===== config.mk =====
export PLATFORM = sky130hd
export DESIGN_NAME = de_burst_writer
export DESIGN_NICKNAME = d
export VERILOG_FILES = /design/src/rtl/de_pkg.sv /design/src/rtl/de_wait_counter.sv /design/src/rtl/de_burst_writer.sv
export SDC_FILE = /design/constraint.sdc
export NUM_CORES = 1
export LEC_CHECK = 0
export CORE_AREA = 5 5 140 142
export DETAILED_ROUTE_END_ITERATION = 7
export DIE_AREA = 0 0 145 147
export GPL_TIMING_DRIVEN = 0
export PLACE_DENSITY_LB_ADDON = 0.15
export SLEW_MARGIN = 20
export SYNTH_ARGS = -nofsm -noshare
export SYNTH_HDL_FRONTEND = slang
export SYNTH_SLANG_ARGS = --single-unit

===== constraint.sdc =====
create_clock -name clk -period 8.3 [get_ports clk]
set_clock_uncertainty 0.15 [all_clocks]
set_input_delay 1.66 -clock clk [delete_from_list [all_inputs] [get_ports clk]]
set_output_delay 1.66 -clock clk [all_outputs]
set_load 0.01 [all_outputs]

===== src/rtl/de_pkg.sv =====
// Shared types and helpers for the decrypted-message burst writer.
// Holds the writer FSM encoding and the plaintext character qualifier.
package de_pkg;

   typedef enum logic [2:0] {
      ST_IDLE,
      ST_WRITE,
      ST_GAP,
      ST_READ,
      ST_RWAIT,
      ST_DONE
   } de_wr_state_t;

   localparam logic [7:0] CH_LO = 8'h61;
   localparam logic [7:0] CH_HI = 8'h7A;
   localparam logic [7:0] CH_SP = 8'h20;

   function automatic logic is_plain_char(input logic [7:0] c);
      return ((c >= CH_LO) && (c <= CH_HI)) || (c == CH_SP);
   endfunction

endpackage


===== src/rtl/de_wait_counter.sv =====
// Loadable down-counter timing the write gap and read-back wait.
// Stops at zero; the zero flag tells the FSM the wait has elapsed.
module de_wait_counter
#(
   parameter int W = 4
)(
   input  logic         clk,
   input  logic         reset,
   input  logic         load,
   input  logic [W-1:0] load_val,
   input  logic         dec,
   output logic         zero
);

   logic [W-1:0] count;

   always_ff @(posedge clk or negedge reset) begin
      if (!reset) begin
         count <= '0;
      end else if (load) begin
         count <= load_val;
      end else if (dec && (count != '0)) begin
         count <= count - 1'b1;
      end
   end

   assign zero = (count == '0);

endmodule


===== src/rtl/de_burst_writer.sv =====
// Copies a decrypted RC4 message into result RAM, one word per slot,
// with optional read-back verification and plaintext qualification.
module de_burst_writer
   import de_pkg::*;
#(
   parameter int DATA_W     = 8,
   parameter int MSG_LEN    = 32,
   parameter int ADDR_W     = 8,
   parameter int BASE_ADDR  = 0,
   parameter int WR_GAP     = 0,
   parameter int VERIFY     = 0,
   parameter int RD_LAT     = 1,
   parameter int CHAR_CHECK = 1
)(
   input  logic                      clk,
   input  logic                      reset,
   input  logic                      start,
   input  logic                      abort,
   input  logic [MSG_LEN*DATA_W-1:0] data_in,
   input  logic [DATA_W-1:0]         mem_q,
   output logic [ADDR_W-1:0]         mem_addr,
   output logic [DATA_W-1:0]         mem_wdata,
   output logic                      mem_wren,
   output logic                      busy,
   output logic                      done,
   output logic                      msg_valid,
   output logic                      verify_err
);

   localparam int IW      = $clog2(MSG_LEN + 1);
   localparam int CNT_MAX = (WR_GAP > RD_LAT) ? WR_GAP : RD_LAT;
   localparam int CW      = $clog2(CNT_MAX + 1);

   localparam logic [IW-1:0] LAST   = IW'(MSG_LEN - 1);
   localparam logic [CW-1:0] GAP_LD = CW'((WR_GAP > 0) ? WR_GAP - 1 : 0);
   localparam logic [CW-1:0] RD_LD  = CW'(RD_LAT - 1);

   de_wr_state_t state, state_nxt;
   logic [IW-1:0] idx, idx_nxt;
   logic mv_nxt, ve_nxt, adv;
   logic cnt_load, cnt_dec, cnt_zero;
   logic [CW-1:0] cnt_val;
   logic wren_nxt, busy_nxt, done_nxt;
   logic [ADDR_W-1:0] addr_nxt;
   logic [DATA_W-1:0] wdata_nxt, cur_word;

   // Padded to a power of two so any index value selects a defined word
   logic [DATA_W-1:0] words [2**IW];

   for (genvar i = 0; i < 2**IW; i++) begin : g_word
      if (i < MSG_LEN) begin : g_live
         assign words[i] = data_in[i*DATA_W +: DATA_W];
      end else begin : g_pad
         assign words[i] = '0;
      end
   end

   assign cur_word = words[idx];

   de_wait_counter #(
      .W        (CW)
   ) u_wait (
      .clk      (clk),
      .reset    (reset),
      .load     (cnt_load),
      .load_val (cnt_val),
      .dec      (cnt_dec),
      .zero     (cnt_zero)
   );

   always_ff @(posedge clk or negedge reset) begin
      if (!reset) begin
         state      <= ST_IDLE;
         idx        <= '0;
         mem_addr   <= '0;
         mem_wdata  <= '0;
         mem_wren   <= 1'b0;
         busy       <= 1'b0;
         done       <= 1'b0;
         msg_valid  <= 1'b0;
         verify_err <= 1'b0;
      end else begin
         state      <= state_nxt;
         idx        <= idx_nxt;
         mem_addr   <= addr_nxt;
         mem_wdata  <= wdata_nxt;
         mem_wren   <= wren_nxt;
         busy       <= busy_nxt;
         done       <= done_nxt;
         msg_valid  <= mv_nxt;
         verify_err <= ve_nxt;
      end
   end

   always_comb begin
      state_nxt = state;
      idx_nxt   = idx;
      mv_nxt    = msg_valid;
      ve_nxt    = verify_err;
      cnt_load  = 1'b0;
      cnt_val   = '0;
      cnt_dec   = 1'b0;
      adv       = 1'b0;
      if ((state != ST_IDLE) && abort) begin
         state_nxt = ST_IDLE;
      end else begin
         unique case (state)
            ST_IDLE: begin
               if (start && !abort) begin
                  state_nxt = ST_WRITE;
                  idx_nxt   = '0;
                  mv_nxt    = 1'b1;
                  ve_nxt    = 1'b0;
               end
            end
            ST_WRITE: begin
               if ((CHAR_CHECK != 0) && !is_plain_char(8'(cur_word)))
                  mv_nxt = 1'b0;
               if (WR_GAP > 0) begin
                  state_nxt = ST_GAP;
                  cnt_load  = 1'b1;
                  cnt_val   = GAP_LD;
               end else if (VERIFY != 0) begin
                  state_nxt = ST_READ;
               end else begin
                  adv = 1'b1;
               end
            end
            ST_GAP: begin
               if (!cnt_zero) cnt_dec = 1'b1;
               else if (VERIFY != 0) state_nxt = ST_READ;
               else adv = 1'b1;
            end
            ST_READ: begin
               state_nxt = ST_RWAIT;
               cnt_load  = 1'b1;
               cnt_val   = RD_LD;
            end
            ST_RWAIT: begin
               if (!cnt_zero) begin
                  cnt_dec = 1'b1;
               end else begin
                  if (mem_q != cur_word) ve_nxt = 1'b1;
                  adv = 1'b1;
               end
            end
            ST_DONE: state_nxt = ST_IDLE;
            default: state_nxt = ST_IDLE;
         endcase
         if (adv) begin
            if (idx == LAST) begin
               state_nxt = ST_DONE;
            end else begin
               idx_nxt   = idx + 1'b1;
               state_nxt = ST_WRITE;
            end
         end
      end
   end

   // Outputs are decoded from the next state so they appear registered
   always_comb begin
      wren_nxt  = (state_nxt == ST_WRITE);
      busy_nxt  = state_nxt inside {ST_WRITE, ST_GAP, ST_READ, ST_RWAIT};
      done_nxt  = (state_nxt == ST_DONE);
      addr_nxt  = ADDR_W'(BASE_ADDR) + ADDR_W'(idx_nxt);
      wdata_nxt = words[idx_nxt];
   end

endmodule


==> results.ini, run 1 <==
[cells_and_area]
drive_above_1_share_pct=11.9
area_delta_synth_final_pct=47.8
final_common_cell=clkdlybuf4s50_1
final_util_pct=54.8
n_antenna_cell=0
layout_common_cells=clkdlybuf4s50_1 (285), nand2_1 (143), mux2i_1 (76), nor2_1 (64), mux4_2 (58)
fillers=1725
nNetsFinal=1421

[run]
drv_cap=0

[synthesis]
async_flop_share_pct=100
synth_edf_count=0
ys_seq_elements=23
avgSynthCellArea_um2=7.91
synth_area_um2=6800
yosys.area.top_type=mux4_2
syn_inst=859
synth_ff_type=dfrtp_1
netlist.area_leader.share_pct=19.2
ys_top_cells_by_area=mux4_2 (19%), mux2i_1 (11%), dfrtp_1 (8.5%)
yosysWarnings=0
ys_types=72
yosysSeqAreaShare_pct=8.47

[timing]
slew_headroom_pct=23.4
fmaxAchievable_mhz=168
hold_viol_final=0
slew_viol_final=0
fin_ws_ns=2.34
timing.final.crit_share_pct=71.8
finalSetupViolations=0
setup_tns_ns=0
rsz0062_at_grt=no
fin_crit_ns=5.96
worst_pin_slew_ns=1.15

[drt]
ant_nets=0
drt_wl_total_um=40100
drtIter0Drc=1341
drc=0
vias_per_cell=6.79
wl_per_cell_um=29.0
num_vias=9410
first_pass_iters=6

[floorplanning]
ios=289
die_h_um=147
initial_core_util_pct=37.1
core_um2=18300
die_w_um=145
placementRows=50
die_area_um2=21300

[power]
power.share.combinational_pct=84.4
switching_share_pct=52.6
seq_power_share_pct=9.2
power.density_nw_per_um2=170
ir_drop_mv=0.155
p_sw_uw=900
p_int_uw=811
clkPwrFrac_pct=6.4
total_power_uw=1710
p_leak_uw=0.00368

[critical_path]
arrival_ns=5.81
cp_top_family=buffers and inverters
crit_chain=clkdlybuf4s50_1 -> inv_1 -> o31a_1 -> buf_6 -> a21oi_4 -> a21oi_2 -> inv_2 -> buf_2 -> clkbuf_1 -> nand3_1 -> a31oi_1 -> o2111ai_1
crit_path_end_kind=flop
timing.critical_path.slowest_stage_cell=clkbuf_1
required_ns=8.16
crit_start=abort
cp_max_fo=10
rr_startpoint=mem_addr[1]
critPathKind=in2reg
timing.critical_path.buf_inv=6
worst_path_largest_cell_delay_ns=0.76
startpoint_type=primary input

[placement]
dp_worst_setup_slack_ns=2.49
dp_hpwl_um=32100
gp_congestion=1.01
port_buffers=286

[min_path]
min-delay-start=msg_valid
hp-class=reg2reg

[global_route]
grt_overflow=0
grt_pass1_vias=9267
grt_max_degree=24
grtUsageTotal_pct=35.4
grt_pass1_wl_um=58200
antenna_found_initial=0

[clocking]
cts_setup_buffers=0
clock-sinks=23
cts_resized=0
clkSlewWorstSetupHoldPaths_ns=0.07
cts_hold_buf=0
cts_tree=built
htreeDepth=1
insertion_delay_ns=0.27
numCtsBuffers=3
clockBufferDepth=2
root_buffer=clkbuf_16

[run_status]
status=finished clean

[state kept, by name, indices dropped and copies added (netlist names)]
signal	flops
mem_wdata	8
mem_addr	6
state	3
busy	1
done	1
mem_wren	1
msg_valid	1
u_wait.count	1
verify_err	1
[power groups by stage]
stage	Combinational, µW	Clock, µW	Sequential, µW
6_report	1440	110	157
5_1_grt	1490	115	159
4_1_cts	1390	112	156
3_5_place_dp	1390	0	158
3_3_place_gp	1390	0	158
2_1_floorplan	795	0	167
[layout make-up]
type | instances | area (µm²) | share of cell area, %
multi-input combinational | 733 | 5680 | 56.5
timing repair buffer | 287 | 2870 | 28.5
sequential | 23 | 576 | 5.73
buffer | 85 | 479 | 4.77
tap | 234 | 293 | 2.91
clock buffer | 3 | 75.1 | 0.747
inverter | 19 | 72.6 | 0.722
clock inverter | 1 | 7.51 | 0.0747
[synthesized netlist by cell type (23+ instances only)]
library cell  count
nand2_1         143
clkbuf_1         36
a311oi_1         30
nor2_1           64
mux4_2           58
nand3_1          31
mux2i_1          76
and3_1           46
a211oi_1         32
buf_2            24
dfrtp_1          23
a21oi_1          44
[metal layers]
| layer | wire [µm] | vias up | GRT usage, % |
|---|---|---|---|
| met5 | 0 | - | 0 |
| met4 | 2500 | 0 | 17.8 |
| met3 | 5170 | 177 | 9.19 |
| met2 | 17800 | 794 | 55.6 |
| met1 | 14700 | 4458 | 44.9 |
| li1 | - | 3981 | - |
[tightest hold or removal path, delay by kind of cell, from the launching register on]
kind               cells  cell delay (ns)
DFF                    1             0.40
AOI/OAI and AO/OA      1             0.06
and+or+nand+nor        3             0.18
[kinds of logic after synthesis]
group / Yosys count / synth area share, %
other: 1 / 0.0552
xor gates and xnor gates: 6 / 0.773
buffers and inverters: 104 / 8.12
AOI/OAI and AO/OA: 241 / 27.0
muxes: 138 / 31.1
and+or+nand+nor: 345 / 24.3
DFF: 23 / 8.47
adders and majority gates: 1 / 0.184
[per-stage QoR]
step | instance area, µm² | hold WS [ns] | cells
after floorplan | 6800 | 0.460 | 860
after detailed placement | 9970 | 0.502 | 1381
after global placement | 9960 | 0.493 | 1380
after CTS | 10100 | 0.518 | 1385
after global routing | 10000 | 0.535 | 1385
final | 10000 | 0.522 | 1385
[worst paths after layout]
check                      slack [ns]            to  cells past startpoint
max in group asynchronous        6.40   mem_addr[0]                      1
min in group asynchronous        1.22      state[1]                      1
min reg2reg                      0.52     msg_valid                      4
max reg2reg                      3.30  mem_wdata[2]                     12
min                              0.52     msg_valid                      4
max                              2.34  mem_wdata[2]                     12
(Power assumes the default switching activity.)
==> run 2, diff against run 1 <==
==> constraint.sdc (replaced) <==
create_clock -name clk -period 5.8 [get_ports clk]
set_clock_uncertainty 0.15 [all_clocks]
set_input_delay 1.16 -clock clk [delete_from_list [all_inputs] [get_ports clk]]
set_output_delay 1.16 -clock clk [all_outputs]
set_load 0.01 [all_outputs]
==> results of run 2 <==
The final DEF is identical to that of run 1. Status: finished clean.
Among the figures that moved: setup slack after placement 2.49 ns -> 0.494 ns; setup slack after layout 2.34 ns -> 0.343 ns; register-to-register setup slack 3.30 ns -> 0.80 ns; total power 1710 µW -> 2450 µW; worst IR drop on VDD 0.155 mV -> 0.222 mV
